===== src/rtl/pipe_stage_buf.sv =====
// Pipeline-stage buffer: DEPTH-entry circular queue with stage valid/allow_in/ready handshake and flush.
// Optional performance counters are enabled by defining PIPE_BUF_PERF_EN.
module pipe_stage_buf #(
    parameter int                DATA_W    = 64,
    parameter int                DEPTH     = 1,
    parameter logic [DATA_W-1:0] RESET_VAL = '0
) (
    input  logic                       clk,
    input  logic                       rst,
    input  logic                       prev_valid,
    input  logic [DATA_W-1:0]          i_data,
    output logic                       allow_in,
    output logic                       o_valid,
    output logic [DATA_W-1:0]          o_data,
    input  logic                       next_ready,
    input  logic                       flush,
    output logic [$clog2(DEPTH+1)-1:0] o_count
`ifdef PIPE_BUF_PERF_EN
    ,
    output logic [31:0]                perf_stall_cnt,
    output logic [$clog2(DEPTH+1)-1:0] perf_occ_max
`endif
);

    localparam int PTR_W = (DEPTH > 1) ? $clog2(DEPTH) : 1;
    localparam int CNT_W = $clog2(DEPTH + 1);

    logic [DATA_W-1:0] r_mem [DEPTH];
    logic [PTR_W-1:0]  r_rd_ptr;
    logic [PTR_W-1:0]  r_wr_ptr;
    logic [CNT_W-1:0]  r_count;

    logic              w_full;
    logic              w_push;
    logic              w_pop;
    logic [CNT_W-1:0]  w_count_nxt;
    logic [DATA_W-1:0] w_rd_data;

    function automatic logic [PTR_W-1:0] ptr_inc(input logic [PTR_W-1:0] p);
        return (p == PTR_W'(DEPTH - 1)) ? '0 : p + PTR_W'(1);
    endfunction

    // Handshake: an entry moves upstream->here when prev_valid && allow_in, and
    // here->downstream when o_valid && next_ready; flush suppresses both moves.
    assign w_full   = (r_count == CNT_W'(DEPTH));
    assign allow_in = !w_full || next_ready;
    assign o_valid  = (r_count != '0);
    assign w_pop    = o_valid && next_ready && !flush;
    assign w_push   = prev_valid && allow_in && !flush;
    assign o_data   = w_rd_data;
    assign o_count  = r_count;

    always_comb begin
        w_rd_data = r_mem[0];
        for (int i = 1; i < DEPTH; i++) begin
            if (r_rd_ptr == PTR_W'(i)) begin
                w_rd_data = r_mem[i];
            end
        end
    end

    always_comb begin
        w_count_nxt = r_count;
        if (flush) begin
            w_count_nxt = '0;
        end else begin
            case ({w_push, w_pop})
                2'b10:   w_count_nxt = r_count + CNT_W'(1);
                2'b01:   w_count_nxt = r_count - CNT_W'(1);
                default: w_count_nxt = r_count;
            endcase
        end
    end

    always_ff @(posedge clk or posedge rst) begin
        if (rst) begin
            r_rd_ptr <= '0;
            r_wr_ptr <= '0;
            r_count  <= '0;
            for (int i = 0; i < DEPTH; i++) begin
                r_mem[i] <= RESET_VAL;
            end
        end else begin
            r_count <= w_count_nxt;
            if (flush) begin
                // Storage is left as-is; only the queue bookkeeping is cleared.
                r_rd_ptr <= '0;
                r_wr_ptr <= '0;
            end else begin
                if (w_pop) begin
                    r_rd_ptr <= ptr_inc(r_rd_ptr);
                end
                if (w_push) begin
                    r_wr_ptr <= ptr_inc(r_wr_ptr);
                end
            end
            for (int i = 0; i < DEPTH; i++) begin
                if (w_push && (r_wr_ptr == PTR_W'(i))) begin
                    r_mem[i] <= i_data;
                end
            end
        end
    end

`ifdef PIPE_BUF_PERF_EN
    logic [31:0]      r_stall_cnt;
    logic [CNT_W-1:0] r_occ_max;

    always_ff @(posedge clk or posedge rst) begin
        if (rst) begin
            r_stall_cnt <= '0;
            r_occ_max   <= '0;
        end else begin
            if (prev_valid && !allow_in && !flush && (r_stall_cnt != 32'hFFFF_FFFF)) begin
                r_stall_cnt <= r_stall_cnt + 32'd1;
            end
            if (w_count_nxt > r_occ_max) begin
                r_occ_max <= w_count_nxt;
            end
        end
    end

    assign perf_stall_cnt = r_stall_cnt;
    assign perf_occ_max   = r_occ_max;
`else
    // Counters compiled out: the queue logic above is the whole stage.
`endif

endmodule


===== config.mk =====
export PLATFORM = sky130hd
export DESIGN_NAME = pipe_stage_buf
export DESIGN_NICKNAME = d
export VERILOG_FILES = /design/src/rtl/pipe_stage_buf.sv
export SDC_FILE = /design/constraint.sdc
export NUM_CORES = 1
export LEC_CHECK = 0
export BUFFER_PORTS_ARGS = -buffer_cell sky130_fd_sc_hd__buf_2
export CAP_MARGIN = 20
export CORE_ASPECT_RATIO = 0.6
export CORE_MARGIN = 2
export CORE_UTILIZATION = 49
export CTS_CLUSTER_SIZE = 10
export DETAILED_ROUTE_END_ITERATION = 6
export GPL_TIMING_DRIVEN = 0
export PLACE_DENSITY = 0.83
export SKIP_CTS_REPAIR_TIMING = 1
export SLEW_MARGIN = 20
export SYNTH_ARGS = -nofsm -noshare
export SYNTH_HDL_FRONTEND = slang
export SYNTH_SLANG_ARGS = --single-unit

===== constraint.sdc =====
create_clock -name clk -period 4.3 [get_ports clk]
set_clock_uncertainty 0.05 [all_clocks]
set_input_delay 0.43 -clock clk [delete_from_list [all_inputs] [get_ports clk]]
set_output_delay 0.43 -clock clk [all_outputs]
set_load 0.02 [all_outputs]

==> results of run 1 <==
metal layers:
layer	global-route usage [%]	vias to the layer above	share of wire, %
met5	0	-	0
met4	7.63	0	1.3
met3	8.05	8	9.6
met2	25.0	89	44
met1	22.4	811	45
li1	-	785	-
worst max-delay path, stage by stage (launching register included):
cell,delay (ns)
dfrtp_1,0.39
nor2b_4,0.14
nor3b_2,0.18
buf_6,0.23
buf_12,0.17
mux2_4,0.31
state kept, by name, summed over array words and instances, names as in the netlist:
| register | count |
|---|---|
| o_count | 1 |
| o_data | 64 |
per-stage QoR:
step | total power (uW) | std cells | cell area, sq um
detailed placement | 1280 | 348 | 3540
CTS | 1800 | 363 | 3730
global placement | 1260 | 347 | 3510
global route | 1860 | 363 | 3730
finish | 1770 | 363 | 3730
floorplan | 1110 | 143 | 2750
worst max-delay path by stage:
stage | startpoint | end | slack [ns]
2_1_floorplan | rst | o_count$_DFFE_PP0P_ | 2.19
3_3_place_gp | rst | o_data[15]$_DFFE_PP0P_ | 1.55
3_5_place_dp | next_ready | o_data[39]$_DFFE_PP0P_ | 2.62
4_1_cts | o_count$_DFFE_PP0P_ | o_data[57]$_DFFE_PP0P_ | 2.68
5_1_grt | o_count$_DFFE_PP0P_ | o_data[57]$_DFFE_PP0P_ | 2.65
6_report | o_count$_DFFE_PP0P_ | o_data[39]$_DFFE_PP0P_ | 2.71
area by class of cell:
type                       instances  area (sq um)  share of cell area [%]
tap                               69          86.3                    2.31
multi-input combinational         68           980                    26.2
clock inverter                     3          40.0                    1.07
timing repair buffer             136           696                    18.6
clock buffer                      12           155                    4.16
sequential                        65          1630                    43.6
inverter                           2          10.0                   0.268
buffer                             8           139                    3.72
cells in the mapped netlist, drive strengths merged:
cell type  count  area share (%)
buf            8             5.0
dfrtp         65              59
inv            2            0.27
mux2          64              34
nor2           2            0.27
nor2b          1            0.50
nor3b          1            0.45
power by group through the flow:
stage / registers (uW) / logic (uW) / clock network (uW)
detailed placement: 780 / 499 / 0
global route: 786 / 524 / 550
global placement: 776 / 487 / 0
finish: 772 / 494 / 503
floorplan: 909 / 196 / 0
CTS: 773 / 500 / 522
cells by family after synthesis:
kind of cell,count (synthesis),synth area share (%)
DFF,65,59.1
and+or+nand+nor,4,1.23
buffers and inverters,10,5.32
muxes,64,34.4
==> results_dict.tcl, run 1 <==
set metrics [dict create \
    final_common_cell "buf_2" \
    wl_per_cell_um 14.8 \
    required_ns 4.46 \
    status "complete, no violations" \
    numCtsBuffers 9 \
    syn_area_sq_um 2750 \
    overflow 0 \
    grt_util_all_layers_pct 17.2 \
    cp.arrival_ns 1.75 \
    synth-seq-area-share_pct 59.1 \
    post_drt_via_cell_ratio 4.66 \
    clk-insertion-delay-late_ns 0.33 \
    yosys.cell_types.count 10 \
    min_period_ns 1.59 \
    maxSlewHeadroom_pct 77.6 \
    drt-total-wl_um 5360 \
    tns_ns 0 \
    grt_max_degree 41 \
    numPortBuffers 135 \
    fin_hold_ws_ns 0.0183 \
    fin_util_pct 68.0 \
    hold_violations 0 \
    seq_power_share_pct 43.6 \
    drt-initial-drc-count 31 \
    critPathLaunchType "register" \
    syn_inst 143 \
    dr.pass1.iters 4 \
    antenna_found_initial 0 \
    die_h_um 62.1 \
    pre_cts_slack_ns 2.62 \
    root_buffer "clkbuf_8" \
    syn_to_final_growth_pct 35.6 \
    drc 0 \
    final_layout_size_suffix_gt1_share_pct 76.5 \
    rsz0062_at_grt "false" \
    max_freq_ghz 0.628 \
    cp_max_fo 10 \
    fin_nets 359 \
    num_rows 21 \
    diodes 0 \
    cts.sinks 65 \
    vdd_drop_max_uv 255 \
    reg2reg_to "o_data[39]$_DFFE_PP0P_" \
    grt_pass1_wl_um 7820 \
    period_share_pct 37.0 \
    reg2regPathDepth 5 \
    yosys_warnings 0 \
    place_congestion 0.683 \
    maxCapViolations 0 \
    path_class "reg -> reg" \
    final_cell_mix "buf_2, dfrtp_1, mux2_4" \
    dpl.hpwl_um 4000 \
    syn_area_per_cell_sq_um 19.2 \
    die_x_um 101 \
    die-area_sq_um 6250 \
    leakagePower_uw 0.00195 \
    ios 136 \
    initial_core_util_pct 50.1 \
    antenna_left 0 \
    grt_pass1_vias 1598 \
    clkPwrFrac_pct 28.5 \
    p_comb_share_pct 27.9 \
    regToRegStartpoint "o_count$_DFFE_PP0P_" \
    r2r_slack_ns 2.71 \
    synthesis.nets 212 \
    fill_cells 380 \
    layout_setup_ws_ns 2.71 \
    cts_tree "yes" \
    crit_path_end_kind "register" \
    hold_path.class "in -> async" \
    core_area_sq_um 5490 \
    path_clk_slew_ns 0.06 \
    worstMarginPinSlew_ns 0.336 \
    vias 1693 \
    yosys_register_bits 65 \
    netSwitchingFraction_pct 28.9 \
    cts_buffer_depth 2 \
    p_int_uw 1260 \
    p_per_area_nw_per_um2 474 \
    htree_levels 3 \
    switchingPower_uw 512 \
    final-max-slew-violation-count 0 \
    setup_viol 0 \
]
(Power assumes the default switching activity.)
==> run 2, diff against run 1 <==
- ABC_AREA: unset -> 1
- CORE_UTILIZATION: 49 -> 42
- PLACE_DENSITY: 0.83 -> 0.74
- clock period: 4.3 -> 1.4 ns (I/O delays scaled with it)
==> run 2 against run 1 <==
Against the previous run: routed wire length is 34% higher; worst setup slack lost 2.6 ns; largest power group unchanged; synthesized area increased by 7.3%; largest cell class unchanged; non-clock buffer count increased by 17; clock power grew to 4.1 times the previous value; core utilization shrank 7.1 points; design area grew 9.8%; critical path depth is 2 lower.
==> results_dict.tcl, run 2 <==
set metrics [dict create \
    final_cell_mix "buf_2, nand2_1, dfrtp_1" \
    place_area_sq_um 3790 \
    worst-path-buf-inv 3 \
    max_freq_ghz 0.754 \
    yosysMostFrequentCell "nand2_1" \
    r2r_slack_ns 0.12 \
    drc 0 \
    hold_path.class "in -> reg" \
    htree_levels 3 \
    numPortBuffers 135 \
    synth-seq-area-share_pct 55.1 \
    dp.cells 509 \
    vias 2449 \
    root_buffer "clkbuf_16" \
    netSwitchingFraction_pct 30.0 \
    min_to "o_data[60]$_DFFE_PP0P_" \
    grt_pass1_vias 2320 \
    crit_family "buffers and inverters" \
    cp_max_fo 2 \
    largest_register_ffs 64 \
    dpl.hpwl_um 5260 \
    drt-total-wl_um 7200 \
    ios 136 \
    core_area_sq_um 6730 \
    syn_area_sq_um 2950 \
    maxCapViolations 0 \
    maxSlewHeadroom_pct 65.4 \
    place_congestion 0.774 \
    num_rows 23 \
    critPathLaunchType "register" \
    die-area_sq_um 7740 \
    status "complete, no violations" \
    clk-insertion-delay-late_ns 0.32 \
    grt_max_degree 30 \
    final_common_cell "buf_2" \
    cts_buffer_depth 2 \
    seqCellArea_sq_um 1630 \
    fill_cells 573 \
    fin_util_pct 60.9 \
    hold_violations 0 \
    final-max-slew-violation-count 0 \
    die_h_um 69.0 \
    diodes 0 \
    dr.pass1.iters 4 \
    post_drt_via_cell_ratio 4.65 \
    final_layout_size_suffix_gt1_share_pct 48.9 \
    ys_top_cells_by_area "dfrtp_1, nand2_1, nand3_2, nand3_1, buf_6" \
    vdd_drop_max_uv 628 \
    clkPwrFrac_pct 36.7 \
    cp_common_cell "buf_4" \
    critPathMaxStageDelay_ns 0.40 \
    grt_pass1_wl_um 11300 \
    yosys.cell_types.count 14 \
    synth_flop_cell "dfrtp_1" \
    cp.arrival_ns 1.14 \
    hold_start "i_data[60]" \
    layoutNonFillerInstCount 527 \
    antenna_left 0 \
    antenna_found_initial 0 \
    numCtsBuffers 9 \
    totalPowerFinal_uw 5660 \
    async_reset_ff_share_pct 100 \
    period_share_pct 94.8 \
    synth_edf_count 0 \
    overflow 0 \
    min_period_ns 1.33 \
    initial_core_util_pct 43.9 \
    required_ns 1.21 \
    cts_tree "yes" \
    rsz0062_at_grt "false" \
    synthesis.nets 354 \
    cts.sinks 65 \
    path_clk_slew_ns 0.06 \
    reg2reg_to "o_data[21]$_DFFE_PP0P_" \
    synth_common_cells "nand2_1, dfrtp_1, nand3_2" \
    p_comb_share_pct 22.8 \
    fin_hold_ws_ns 0.00418 \
    fin_nets 505 \
    multi_input_area_sq_um 1020 \
    drt-initial-drc-count 111 \
    synth_area_leader_cell "dfrtp_1" \
    seq_power_share_pct 40.6 \
    setup_viol 0 \
    yosys_warnings 0 \
    p_int_uw 3960 \
    worstMarginPinSlew_ns 0.518 \
    p_per_area_nw_per_um2 1380 \
    synth_top_area_share_pct 55.1 \
    leakagePower_uw 0.00228 \
    syn_to_final_growth_pct 38.8 \
    path_class "reg -> out" \
    wl_per_cell_um 13.7 \
    regToRegStartpoint "o_count$_DFFE_PP0P_" \
    worstPathCellList "buf_4 -> buf_4 -> buf_2" \
    slowest_stage "dfrtp_1" \
    reg2regPathDepth 5 \
    syn_area_per_cell_sq_um 10.4 \
    yosys_register_bits 65 \
    min_path_cells 3 \
    switchingPower_uw 1700 \
    die_x_um 112 \
    fin_area_sq_um 4100 \
    syn_inst 285 \
    grt_util_all_layers_pct 18.8 \
    crit_path_end_kind "output port" \
]
## run 2: cell types whose count changed after synthesis, moves of 4 or more
cell     before  now
buf_6         1   12
mux2_2        4    0
mux2_4       60    0
nand2_1       0  128
nand3_1       0   27
nand3_2       0   37
## run 2: cells by family (layout without fill, tap and decap cells)
family	after synthesis	in the layout	share of synthesized area, %
AOI/OAI and AO/OA	1	1	0.169
buffers and inverters	24	179	10.2
DFF	65	65	55.1
and+or+nand+nor	195	195	34.5
## run 2: layout make-up
type	count	share of cell area, %
Tap cell	87	2.66
Clock buffer	13	6.59
Sequential cell	65	39.7
Clock inverter	2	0.305
Multi-Input combinational cell	196	25.0
Inverter	3	0.366
Timing Repair Buffer	141	18.6
Buffer	20	6.78
## run 2: worst max-delay path by stage
stage	start	end	slack, ns	cells after the start
final	o_count$_DFFE_PP0P_	o_valid	0.07	3
after global routing	flush	o_data[0]$_DFFE_PP0P_	0.02	7
after CTS	o_count$_DFFE_PP0P_	allow_in	-0.06	3
after detailed placement	o_count$_DFFE_PP0P_	o_data[27]$_DFFE_PP0P_	0.22	5
after global placement	rst	o_data[29]$_DFFE_PP0P_	0.004	2
after floorplan	o_count$_DFFE_PP0P_	o_data[12]$_DFFE_PP0P_	0.23	5
## run 2: power by group through the flow
stage | logic, uW | clock network, uW | registers (uW)
after floorplan | 430 | 0 | 2660
after global placement | 1250 | 0 | 2310
after detailed placement | 1300 | 0 | 2320
after CTS | 1300 | 2120 | 2300
after global routing | 1410 | 2210 | 2330
final | 1290 | 2070 | 2290
## run 2: through the flow
step                setup TNS [ns]  setup WS [ns]
floorplan                        0          0.234
detailed placement               0          0.216
global placement                 0        0.00353
CTS                        -0.0568        -0.0568
finish                           0         0.0729
global route                     0         0.0193
## run 2: worst reg2reg max path, delay by kind of cell (launching register included)
kind,cells,cell delay [ns]
simple gates,3,0.39
flops,1,0.40
buf+inv,2,0.37
## run 2: per-layer routing
metal	GRT usage, %	routed length, um	vias up
met5	0	0	-
met4	5.64	70	0
met3	6.29	560	7
met2	28.9	3120	100
met1	25.6	3450	1127
li1	-	-	1215
==> run 3, diff against run 2 <==
- CORE_ASPECT_RATIO: 0.6 -> unset
==> run 3 against run 2 <==
Against the previous run: the flow now finishes with violations (negative hold slack); clock power shrank 35%; sequential power is essentially flat; register-to-register slack lost 0.02 ns; highest routed layer unchanged; first-iteration DRC count shrank 18%; cell count grew 4.2%.
==> results_dict.tcl, run 3 (synthesis gave the netlist of run 2 again) <==
set metrics [dict create \
    status "complete, but fails checks" \
    violations "negative hold slack" \
    period_share_pct 95.1 \
    root_buffer "clkbuf_8" \
    diodes 0 \
    dpl.hpwl_um 5030 \
    syn_to_final_growth_pct 39.2 \
    die_h_um 87.9 \
    cts_tree "yes" \
    ios 136 \
    clk-insertion-delay-late_ns 0.32 \
    numPortBuffers 135 \
    setup_viol 0 \
    maxSlewHeadroom_pct 75.7 \
    die-area_sq_um 7720 \
    die_x_um 87.9 \
    grt_util_all_layers_pct 18.7 \
    cp.arrival_ns 1.14 \
    antenna_left 0 \
    antenna_found_initial 0 \
    vias 2504 \
    drc 0 \
    fin_nets 518 \
    hold_violations 17 \
    grt_max_degree 29 \
    rsz0062_at_grt "false" \
    final_layout_size_suffix_gt1_share_pct 47.5 \
    p_per_area_nw_per_um2 1200 \
    path_clk_slew_ns 0.07 \
    final_cell_mix "buf_2, nand2_1, dfrtp_1" \
    post_drt_via_cell_ratio 4.56 \
    cts_buffer_depth 2 \
    hold_path.class "in -> reg" \
    place_congestion 0.736 \
    grt_pass1_vias 2472 \
    critPathLaunchType "register" \
    overflow 0 \
    core_area_sq_um 6790 \
    num_rows 30 \
    dr.pass1.iters 4 \
    drt-initial-drc-count 91 \
    cts.sinks 65 \
    drt-total-wl_um 7100 \
    final_common_cell "buf_2" \
    max_freq_ghz 0.751 \
    final-max-slew-violation-count 0 \
    leakagePower_uw 0.00229 \
    htree_levels 3 \
    wl_per_cell_um 12.9 \
    grt_pass1_wl_um 11200 \
    totalPowerFinal_uw 4940 \
    initial_core_util_pct 43.5 \
    numCtsBuffers 9 \
    vdd_drop_max_uv 805 \
    maxCapViolations 0 \
    cp_max_fo 2 \
    worstMarginPinSlew_ns 0.363 \
    min_period_ns 1.33 \
    required_ns 1.21 \
    crit_path_end_kind "output port" \
    fin_hold_ws_ns -0.0131 \
    path_class "reg -> out" \
    largest_register_ffs 64 \
]
run 3: path summary, 6_finish.rpt:
kind                                   startpoint                endpoint  slack [ns]  cells after the start
min reg2reg                o_data[33]$_DFFE_PP0P_  o_data[33]$_DFFE_PP0P_        0.41                      2
min                                     i_data[9]   o_data[9]$_DFFE_PP0P_       -0.01                      3
max in group asynchronous                     rst  o_data[23]$_DFFE_PP0P_        0.56                      4
max reg2reg                   o_count$_DFFE_PP0P_  o_data[27]$_DFFE_PP0P_        0.10                      5
min in group asynchronous                     rst  o_data[54]$_DFFE_PP0P_        0.28                      3
max                           o_count$_DFFE_PP0P_                 o_valid        0.07                      3
run 3: critical path: stages (launching register included):
cell,delay [ns]
dfrtp_1,0.41
buf_4,0.15
buf_4,0.12
buf_2,0.15
run 3: power by group:
part | total [uW] | switching (uW) | internal (uW)
combinational | 1310 | 808 | 500
clock | 1350 | 676 | 669
sequential | 2290 | 142 | 2150
total | 4940 | 1630 | 3320
run 3: layout make-up:
cell class                      instances  area (sq um)
Buffer                                 20           278
Inverter                                3          15.0
Sequential cell                        65          1630
Fill cell                             608          2680
Clock inverter                          4          20.0
Clock buffer                           11           141
Timing Repair Buffer                  154           886
Tap cell                               96           120
Multi-Input combinational cell        196          1020
run 3: routing by layer:
layer	share of wire, %	global-route usage [%]	wire, um
met2	49	31.1	3510
met4	1.5	6.43	106
met5	0	0	0
met1	42	23.5	2990
met3	6.8	5.18	486
run 3: through the flow:
stage	setup WS, ns	util, %	std cells	TNS (ns)	area, sq um
6_report	0.0685	60.5	549	0	4110
3_3_place_gp	0.0137	55.2	516	0	3750
2_1_floorplan	0.234	-	285	0	2960
4_1_cts	-0.0517	58.2	533	-0.0517	3960
5_1_grt	0.0168	60.5	549	0	4110
3_5_place_dp	0.210	55.8	518	0	3790
